[config.mk]
export PLATFORM = sky130hd
export DESIGN_NAME = seg_disp_arbiter
export DESIGN_NICKNAME = d
export VERILOG_FILES = /design/src/rtl/seg_pkg.sv /design/src/rtl/seg_lzb_mask.sv /design/src/rtl/seg_disp_arbiter.sv
export SDC_FILE = /design/constraint.sdc
export NUM_CORES = 1
export LEC_CHECK = 0
export BUFFER_PORTS_ARGS = -buffer_cell sky130_fd_sc_hd__buf_2
export CAP_MARGIN = 0
export CORE_ASPECT_RATIO = 0.8
export CORE_MARGIN = 1
export CORE_UTILIZATION = 45
export CTS_CLUSTER_DIAMETER = 120
export DETAILED_ROUTE_END_ITERATION = 12
export PLACE_DENSITY = 0.78
export REMOVE_ABC_BUFFERS = 1
export SLEW_MARGIN = 20
export SYNTH_ARGS = -nofsm -noshare
export SYNTH_HDL_FRONTEND = slang
export SYNTH_SLANG_ARGS = --single-unit
[constraint.sdc]
create_clock -name clk -period 2.9 [get_ports clk]
set_input_delay 0.58 -clock clk [delete_from_list [all_inputs] [get_ports clk]]
set_output_delay 0.58 -clock clk [all_outputs]
set_load 0.02 [all_outputs]
[src/rtl/seg_pkg.sv]
// Shared constants and state encoding for the seven-segment display arbiter.
package seg_pkg;

    localparam int unsigned NUM_DIGITS = 6;
    localparam int unsigned BCD_W      = 4;

    typedef enum logic [1:0] {
        IDLE = 2'd0,
        OWN0 = 2'd1,
        OWN1 = 2'd2
    } state_t;

    localparam logic [NUM_DIGITS-1:0] BLANK_ALL = 6'b111111;

endpackage

[src/rtl/seg_lzb_mask.sv]
// Leading-zero blank mask for a packed BCD word; bit NUM_DIGITS-1 is the MSD.
module seg_lzb_mask
    import seg_pkg::*;
#(
    parameter int unsigned NUM_DIGITS = seg_pkg::NUM_DIGITS
) (
    input  logic [NUM_DIGITS*BCD_W-1:0] bcd,
    input  logic                        lzb_en,
    output logic [NUM_DIGITS-1:0]       mask
);

    logic leading;

    // Walk from the MSD down; the LSD is never visited, so it is never blanked.
    always_comb begin
        mask    = '0;
        leading = lzb_en;
        for (int unsigned k = 0; k < NUM_DIGITS - 1; k++) begin
            if (leading && (bcd[(NUM_DIGITS-1-k)*BCD_W +: BCD_W] == '0)) begin
                mask[NUM_DIGITS-1-k] = 1'b1;
            end else begin
                leading = 1'b0;
            end
        end
    end

endmodule

[src/rtl/seg_disp_arbiter.sv]
// Two-source display arbiter with minimum hold time, round-robin handover and
// registered BCD digits plus leading-zero blank mask.
module seg_disp_arbiter
    import seg_pkg::*;
#(
    parameter int unsigned NUM_DIGITS  = seg_pkg::NUM_DIGITS,
    parameter int unsigned HOLD_CYCLES = 50_000_000,
    parameter int unsigned CNT_W       = 32
) (
    input  logic                        clk,
    input  logic                        rst_n,
    input  logic                        req0,
    input  logic [NUM_DIGITS*BCD_W-1:0] data0,
    input  logic                        req1,
    input  logic [NUM_DIGITS*BCD_W-1:0] data1,
    input  logic                        lzb_en,
    output logic                        gnt0,
    output logic                        gnt1,
    output logic [NUM_DIGITS*BCD_W-1:0] disp_bcd,
    output logic [NUM_DIGITS-1:0]       disp_blank
);

    localparam logic [CNT_W-1:0] HOLD_MAX = CNT_W'(HOLD_CYCLES - 1);

    if (HOLD_CYCLES < 2) begin : g_bad_hold
        $error("seg_disp_arbiter: HOLD_CYCLES must be at least 2");
    end
    if (CNT_W < 32 && (64'(HOLD_CYCLES) >= (64'd1 << CNT_W))) begin : g_bad_width
        $error("seg_disp_arbiter: CNT_W too narrow for HOLD_CYCLES");
    end

    state_t                      state;
    state_t                      state_nxt;
    logic [CNT_W-1:0]            hold_cnt;
    logic                        hold_done;
    logic [NUM_DIGITS*BCD_W-1:0] bcd_nxt;
    logic [NUM_DIGITS-1:0]       mask_nxt;

    assign hold_done = (hold_cnt == HOLD_MAX);

    always_comb begin
        state_nxt = state;
        case (state)
            IDLE: begin
                if (req1)      state_nxt = OWN1;
                else if (req0) state_nxt = OWN0;
            end
            OWN0: begin
                if (hold_done) begin
                    if (req1)       state_nxt = OWN1;
                    else if (!req0) state_nxt = IDLE;
                end
            end
            OWN1: begin
                if (hold_done) begin
                    if (req0)       state_nxt = OWN0;
                    else if (!req1) state_nxt = IDLE;
                end
            end
            default: state_nxt = IDLE;
        endcase
    end

    // Digits follow the next-state owner, so grant and data appear together;
    // an owner that has dropped its request leaves the display frozen.
    always_comb begin
        bcd_nxt = disp_bcd;
        if ((state_nxt == OWN0) && req0) begin
            bcd_nxt = data0;
        end else if ((state_nxt == OWN1) && req1) begin
            bcd_nxt = data1;
        end
    end

    seg_lzb_mask #(
        .NUM_DIGITS (NUM_DIGITS)
    ) u_lzb (
        .bcd    (bcd_nxt),
        .lzb_en (lzb_en),
        .mask   (mask_nxt)
    );

    always_ff @(posedge clk or negedge rst_n) begin
        if (!rst_n) begin
            state      <= IDLE;
            hold_cnt   <= '0;
            gnt0       <= 1'b0;
            gnt1       <= 1'b0;
            disp_bcd   <= '0;
            disp_blank <= BLANK_ALL;
        end else begin
            state      <= state_nxt;
            gnt0       <= (state_nxt == OWN0);
            gnt1       <= (state_nxt == OWN1);
            disp_bcd   <= bcd_nxt;
            disp_blank <= (state_nxt == IDLE) ? BLANK_ALL : mask_nxt;
            if ((state_nxt != state) || (state_nxt == IDLE)) begin
                hold_cnt <= '0;
            end else if (!hold_done) begin
                hold_cnt <= hold_cnt + 1'b1;
            end
        end
    end

endmodule

==> impl_results.html <==
<table>
<tr><th>Metric</th><th>Value</th></tr>
<tr><th colspan="2">Outcome</th></tr>
<tr><td>Outcome</td><td>complete, no violations</td></tr>
<tr><th colspan="2">Yosys</th></tr>
<tr><td>Netlist cell types</td><td>52</td></tr>
<tr><td>Sequential fraction of the synthesis area</td><td>0.4888</td></tr>
<tr><td>Xor/xnor cell area share of the yosys netlist</td><td>0.07482</td></tr>
<tr><td>Post-synth design cell area</td><td>3395 um2</td></tr>
<tr><td>Mux contribution to synthesized area</td><td>0.002949</td></tr>
<tr><td>Main flop type after synthesis</td><td>dfrtp_1</td></tr>
<tr><td>Basic-gate share of the synthesized area counting and, or, nand and nor cells</td><td>0.2160</td></tr>
<tr><td>Synthesized flop and latch total</td><td>66</td></tr>
<tr><td>Share of synthesized flip-flops with an asynchronous set or reset</td><td>1.000</td></tr>
<tr><td>Post-synth EDFFs</td><td>0</td></tr>
<tr><td>Synth Area in Compound Gates</td><td>0.1736</td></tr>
<tr><td>Yosys synthesis warning count</td><td>0</td></tr>
<tr><td>Post-synthesis cell count</td><td>352</td></tr>
<tr><td>Adder-Cell Fraction of Synth Area</td><td>0.003686</td></tr>
<tr><td>Dominant combinational cell family by area after synthesis</td><td>simple AND/OR/NAND/NOR gates</td></tr>
<tr><td>Synth Area per Inst</td><td>9.643 um2</td></tr>
<tr><th colspan="2">Clock tree</th></tr>
<tr><td>Clock Tree Buf Depth</td><td>2</td></tr>
<tr><td>Total number of H-tree levels</td><td>3</td></tr>
<tr><td>Clock transition at the registers of the reported paths</td><td>0.08 ns</td></tr>
<tr><td>TritonCTS buffer count</td><td>9</td></tr>
<tr><td>Source-to-sink clock delay at the later pin of the worst-skew pair</td><td>0.36 ns</td></tr>
<tr><td>TritonCTS Sinks</td><td>66</td></tr>
<tr><td>Cell at the root of the clock tree</td><td>clkbuf_8</td></tr>
<tr><td>CTS tree</td><td>yes</td></tr>
<tr><th colspan="2">Global route</th></tr>
<tr><td>First-pass GRT wire length</td><td>15,490 um</td></tr>
<tr><td>Vias in the first global route</td><td>3,273</td></tr>
<tr><td>Initial antenna violation count</td><td>0</td></tr>
<tr><td>Total routing usage reported by global routing</td><td>0.2559</td></tr>
<tr><td>Total congestion overflow after global routing</td><td>0</td></tr>
<tr><td>Pin count of the biggest net entering global routing</td><td>33</td></tr>
<tr><th colspan="2">STA</th></tr>
<tr><td>Top achievable clock speed</td><td>0.3504 GHz</td></tr>
<tr><td>Final Hold Slack</td><td>0.1010 ns</td></tr>
<tr><td>Clock period minus worst slack</td><td>2.854 ns</td></tr>
<tr><td>Worst slew margin relative to its limit</td><td>0.6624</td></tr>
<tr><td>Setup repair after global routing missed its margin</td><td>true</td></tr>
<tr><td>Tightest Pin Transition</td><td>0.5053 ns</td></tr>
<tr><td>Sum of negative setup slack</td><td>0 ns</td></tr>
<tr><td>Number of setup violations in the final report</td><td>0</td></tr>
<tr><td>Final worst clock skew</td><td>0.01511 ns</td></tr>
<tr><td>Max Transition Viols Final</td><td>0</td></tr>
<tr><td>PnR worst setup slack</td><td>0.04638 ns</td></tr>
<tr><td>Hold Vio Cnt, Final</td><td>0</td></tr>
<tr><td>Final period util</td><td>0.9840</td></tr>
<tr><th colspan="2">Die</th></tr>
<tr><td>Die span in y</td><td>79.68 um</td></tr>
<tr><td>Core Footprint</td><td>7094 um2</td></tr>
<tr><td>Effective utilization at floorplan</td><td>0.4785</td></tr>
<tr><td>Area of the die</td><td>7897 um2</td></tr>
<tr><td>Site row count</td><td>27</td></tr>
<tr><td>Top-level I/O count</td><td>85</td></tr>
<tr><td>Die extent in x</td><td>99.11 um</td></tr>
<tr><th colspan="2">Place</th></tr>
<tr><td>Setup slack at placement</td><td>-0.09181 ns</td></tr>
<tr><td>Final weighted congestion in routability-driven placement</td><td>0.8856</td></tr>
<tr><td>Placed Instance Area</td><td>4325 um2</td></tr>
<tr><td>Number of cells in the design after placement</td><td>566</td></tr>
<tr><td>IO buf count</td><td>84</td></tr>
<tr><td>Estimated wirelength of the detail-placed design</td><td>6974 um</td></tr>
<tr><th colspan="2">Power and ir drop</th></tr>
<tr><td>Cell leakage power</td><td>2.216 nW</td></tr>
<tr><td>Total power per unit cell area</td><td>643.0 nW/um2</td></tr>
<tr><td>VDD IR-drop max</td><td>0.3399 mV</td></tr>
<tr><td>Final Total Pwr</td><td>2.987 mW</td></tr>
<tr><th colspan="2">Cells and area</th></tr>
<tr><td>Core occupancy in the finished layout</td><td>0.6549</td></tr>
<tr><td>Synthesis-to-layout area growth</td><td>36.86%</td></tr>
<tr><td># diodes</td><td>0</td></tr>
<tr><td>Share of final-layout standard cells stronger than drive strength 1</td><td>0.4036</td></tr>
<tr><td>FILL cells</td><td>543</td></tr>
<tr><td>Non-filler instance count after layout</td><td>585</td></tr>
<tr><td>Final Cell Area</td><td>4646 um2</td></tr>
<tr><td>Nets</td><td>547</td></tr>
<tr><th colspan="2">Drt</th></tr>
<tr><td>Routed wire length per instance</td><td>16.37 um</td></tr>
<tr><td>DR vias/cell</td><td>5.764</td></tr>
<tr><td>Drt first-iter violations</td><td>269</td></tr>
<tr><td>Wire length after detailed routing</td><td>9576 um</td></tr>
<tr><td>Overall via count from detail_route</td><td>3,372</td></tr>
<tr><td>Detail Route Antenna Nets</td><td>0</td></tr>
<tr><td>Number of design rule violations left after detail routing</td><td>0</td></tr>
<tr><td>Number of iterations in the first detailed-routing pass</td><td>4</td></tr>
<tr><th colspan="2">Worst setup path</th></tr>
<tr><td>Cell with the largest stage delay on the worst path</td><td>or4_4</td></tr>
<tr><td>Nature of the critical path endpoint</td><td>flip-flop</td></tr>
<tr><td>WS Path Type</td><td>reg -&gt; reg</td></tr>
<tr><td>Cell-by-cell trace of the critical path</td><td>nand4b_1, and4bb_4, and3b_2, o21ai_4, buf_4, and3_1, a221o_1, or4_4, o41ai_2</td></tr>
<tr><td>Biggest fanout along the worst timing path</td><td>8</td></tr>
<tr><td>CP delay by family, top</td><td>simple AND/OR/NAND/NOR gates</td></tr>
<tr><td>CP Buf/Inv Count</td><td>1</td></tr>
<tr><td>Data arrival time of the critical path</td><td>3.13 ns</td></tr>
<tr><td>Required time reported for the critical path endpoint</td><td>3.17 ns</td></tr>
<tr><td>Startpoint class of the critical path</td><td>flip-flop</td></tr>
<tr><td>Crit-path max cell delay</td><td>0.53 ns</td></tr>
<tr><th colspan="2">Run</th></tr>
<tr><td>Max-cap violation count</td><td>0</td></tr>
<tr><th colspan="2">Worst hold path</th></tr>
<tr><td>Type of the worst min-delay path</td><td>in -&gt; async</td></tr>
</table>
==> kinds of logic after synthesis <==
kind of cell / count (synthesis)
muxes: 1
buffers and inverters: 31
adders and majority gates: 1
DFF: 66
and+or+nand+nor: 147
xor gates and xnor gates: 29
AOI/OAI and AO/OA: 77
==> area by class of cell <==
cell class	count	area [um2]	share of cell area
Clock buffer	9	123.9	0.02666
Inverter	9	33.78	0.007272
Clock inverter	7	93.84	0.02020
Tap cell	87	108.9	0.02343
Sequential cell	66	1659	0.3571
Timing Repair Buffer	152	950.9	0.2047
Multi-Input combinational cell	255	1675	0.3606
==> worst register-to-register path, stage by stage (launching register included) <==
cell      delay (ns)
dfrtp_1         0.38
nand4b_1        0.21
and4bb_4        0.44
and3b_2         0.25
o21ai_4         0.12
buf_4           0.18
and3_1          0.17
a221o_1         0.27
or4_4           0.53
o41ai_2         0.20
==> path summary, 6_finish.rpt <==
path / slack, ns / cells after the start / start / end
setup / recovery: 0.05 / 9 / hold_cnt[10] / disp_blank[1]
hold / removal: 0.10 / 1 / rst_n / hold_cnt[22]
setup reg to reg: 0.05 / 9 / hold_cnt[10] / disp_blank[1]
max in group asynchronous: 2.10 / 2 / rst_n / disp_blank[4]
hold reg to reg: 0.51 / 2 / disp_bcd[3] / disp_bcd[3]
min in group clk: 0.47 / 3 / data1[2] / disp_bcd[2]
==> state kept, by name, indices dropped and copies added, names as in the netlist <==
signal,cells
gnt1,1
disp_blank,6
disp_bcd,24
state,2
gnt0,1
hold_cnt,32
==> routing by layer <==
layer	up-vias	wire (um)	GRT usage
li1	1553	-	-
met1	1644	4261	0.3585
met2	156	4456	0.3895
met3	19	692	0.05254
met4	0	165	0.1044
met5	-	0	0
==> placed cells by master, fill, tap and decap left out, types with 4 or more instances in the layout <==
master | Yosys | final
a21o_1 | 5 | 5
a21oi_1 | 14 | 13
a221o_1 | 5 | 5
a22oi_1 | 4 | 4
a31oi_1 | 8 | 8
a41oi_1 | 4 | 4
and3_1 | 12 | 11
buf_2 | 4 | 84
buf_4 | 0 | 65
clkbuf_8 | 0 | 9
dfrtp_1 | 60 | 60
dfstp_2 | 6 | 6
inv_1 | 9 | 9
nand2_1 | 34 | 33
nand3_1 | 15 | 15
nand4_1 | 6 | 6
nor2_1 | 46 | 46
nor3_1 | 4 | 4
o211ai_1 | 9 | 9
o21ai_0 | 6 | 5
o311ai_0 | 8 | 6
or3_1 | 8 | 8
xnor2_1 | 14 | 14
xor2_1 | 15 | 15
==> what timing repair did <==
| action | 4_1_cts | 5_1_grt |
|---|---|---|
| endpoints found under the hold margin | 0 | 0 |
| pin swaps | 0 | 5 |
| resized for setup | 6 | 17 |
| setup endpoints to repair | 4 | 4 |
| setup buffers | 0 | 3 |
| hold buffers | 0 | 0 |
==> power breakdown <==
group	switching [mW]	internal, mW
clock	0.383	0.482
combinational	0.562	0.392
sequential	0.0813	1.09
total	1.03	1.96
==> cells in the mapped netlist (6+ instances only) <==
master    instances  area [um2]
o211ai_1          9       67.56
nand3_1          15       75.07
xnor2_1          14       122.6
clkbuf_1         14       52.55
a31oi_1           8       50.05
nor2_1           46       172.7
o311ai_0          8       70.07
or3_1             8       50.05
a21oi_1          14       70.07
dfstp_2           6       157.7
xor2_1           15       131.4
o21ai_0           6       30.03
nand4_1           6       37.54
dfrtp_1          60        1501
nand2_1          34       127.6
inv_1             9       33.78
and3_1           12       75.07
Note: power is estimated with default switching activity, not from simulation.
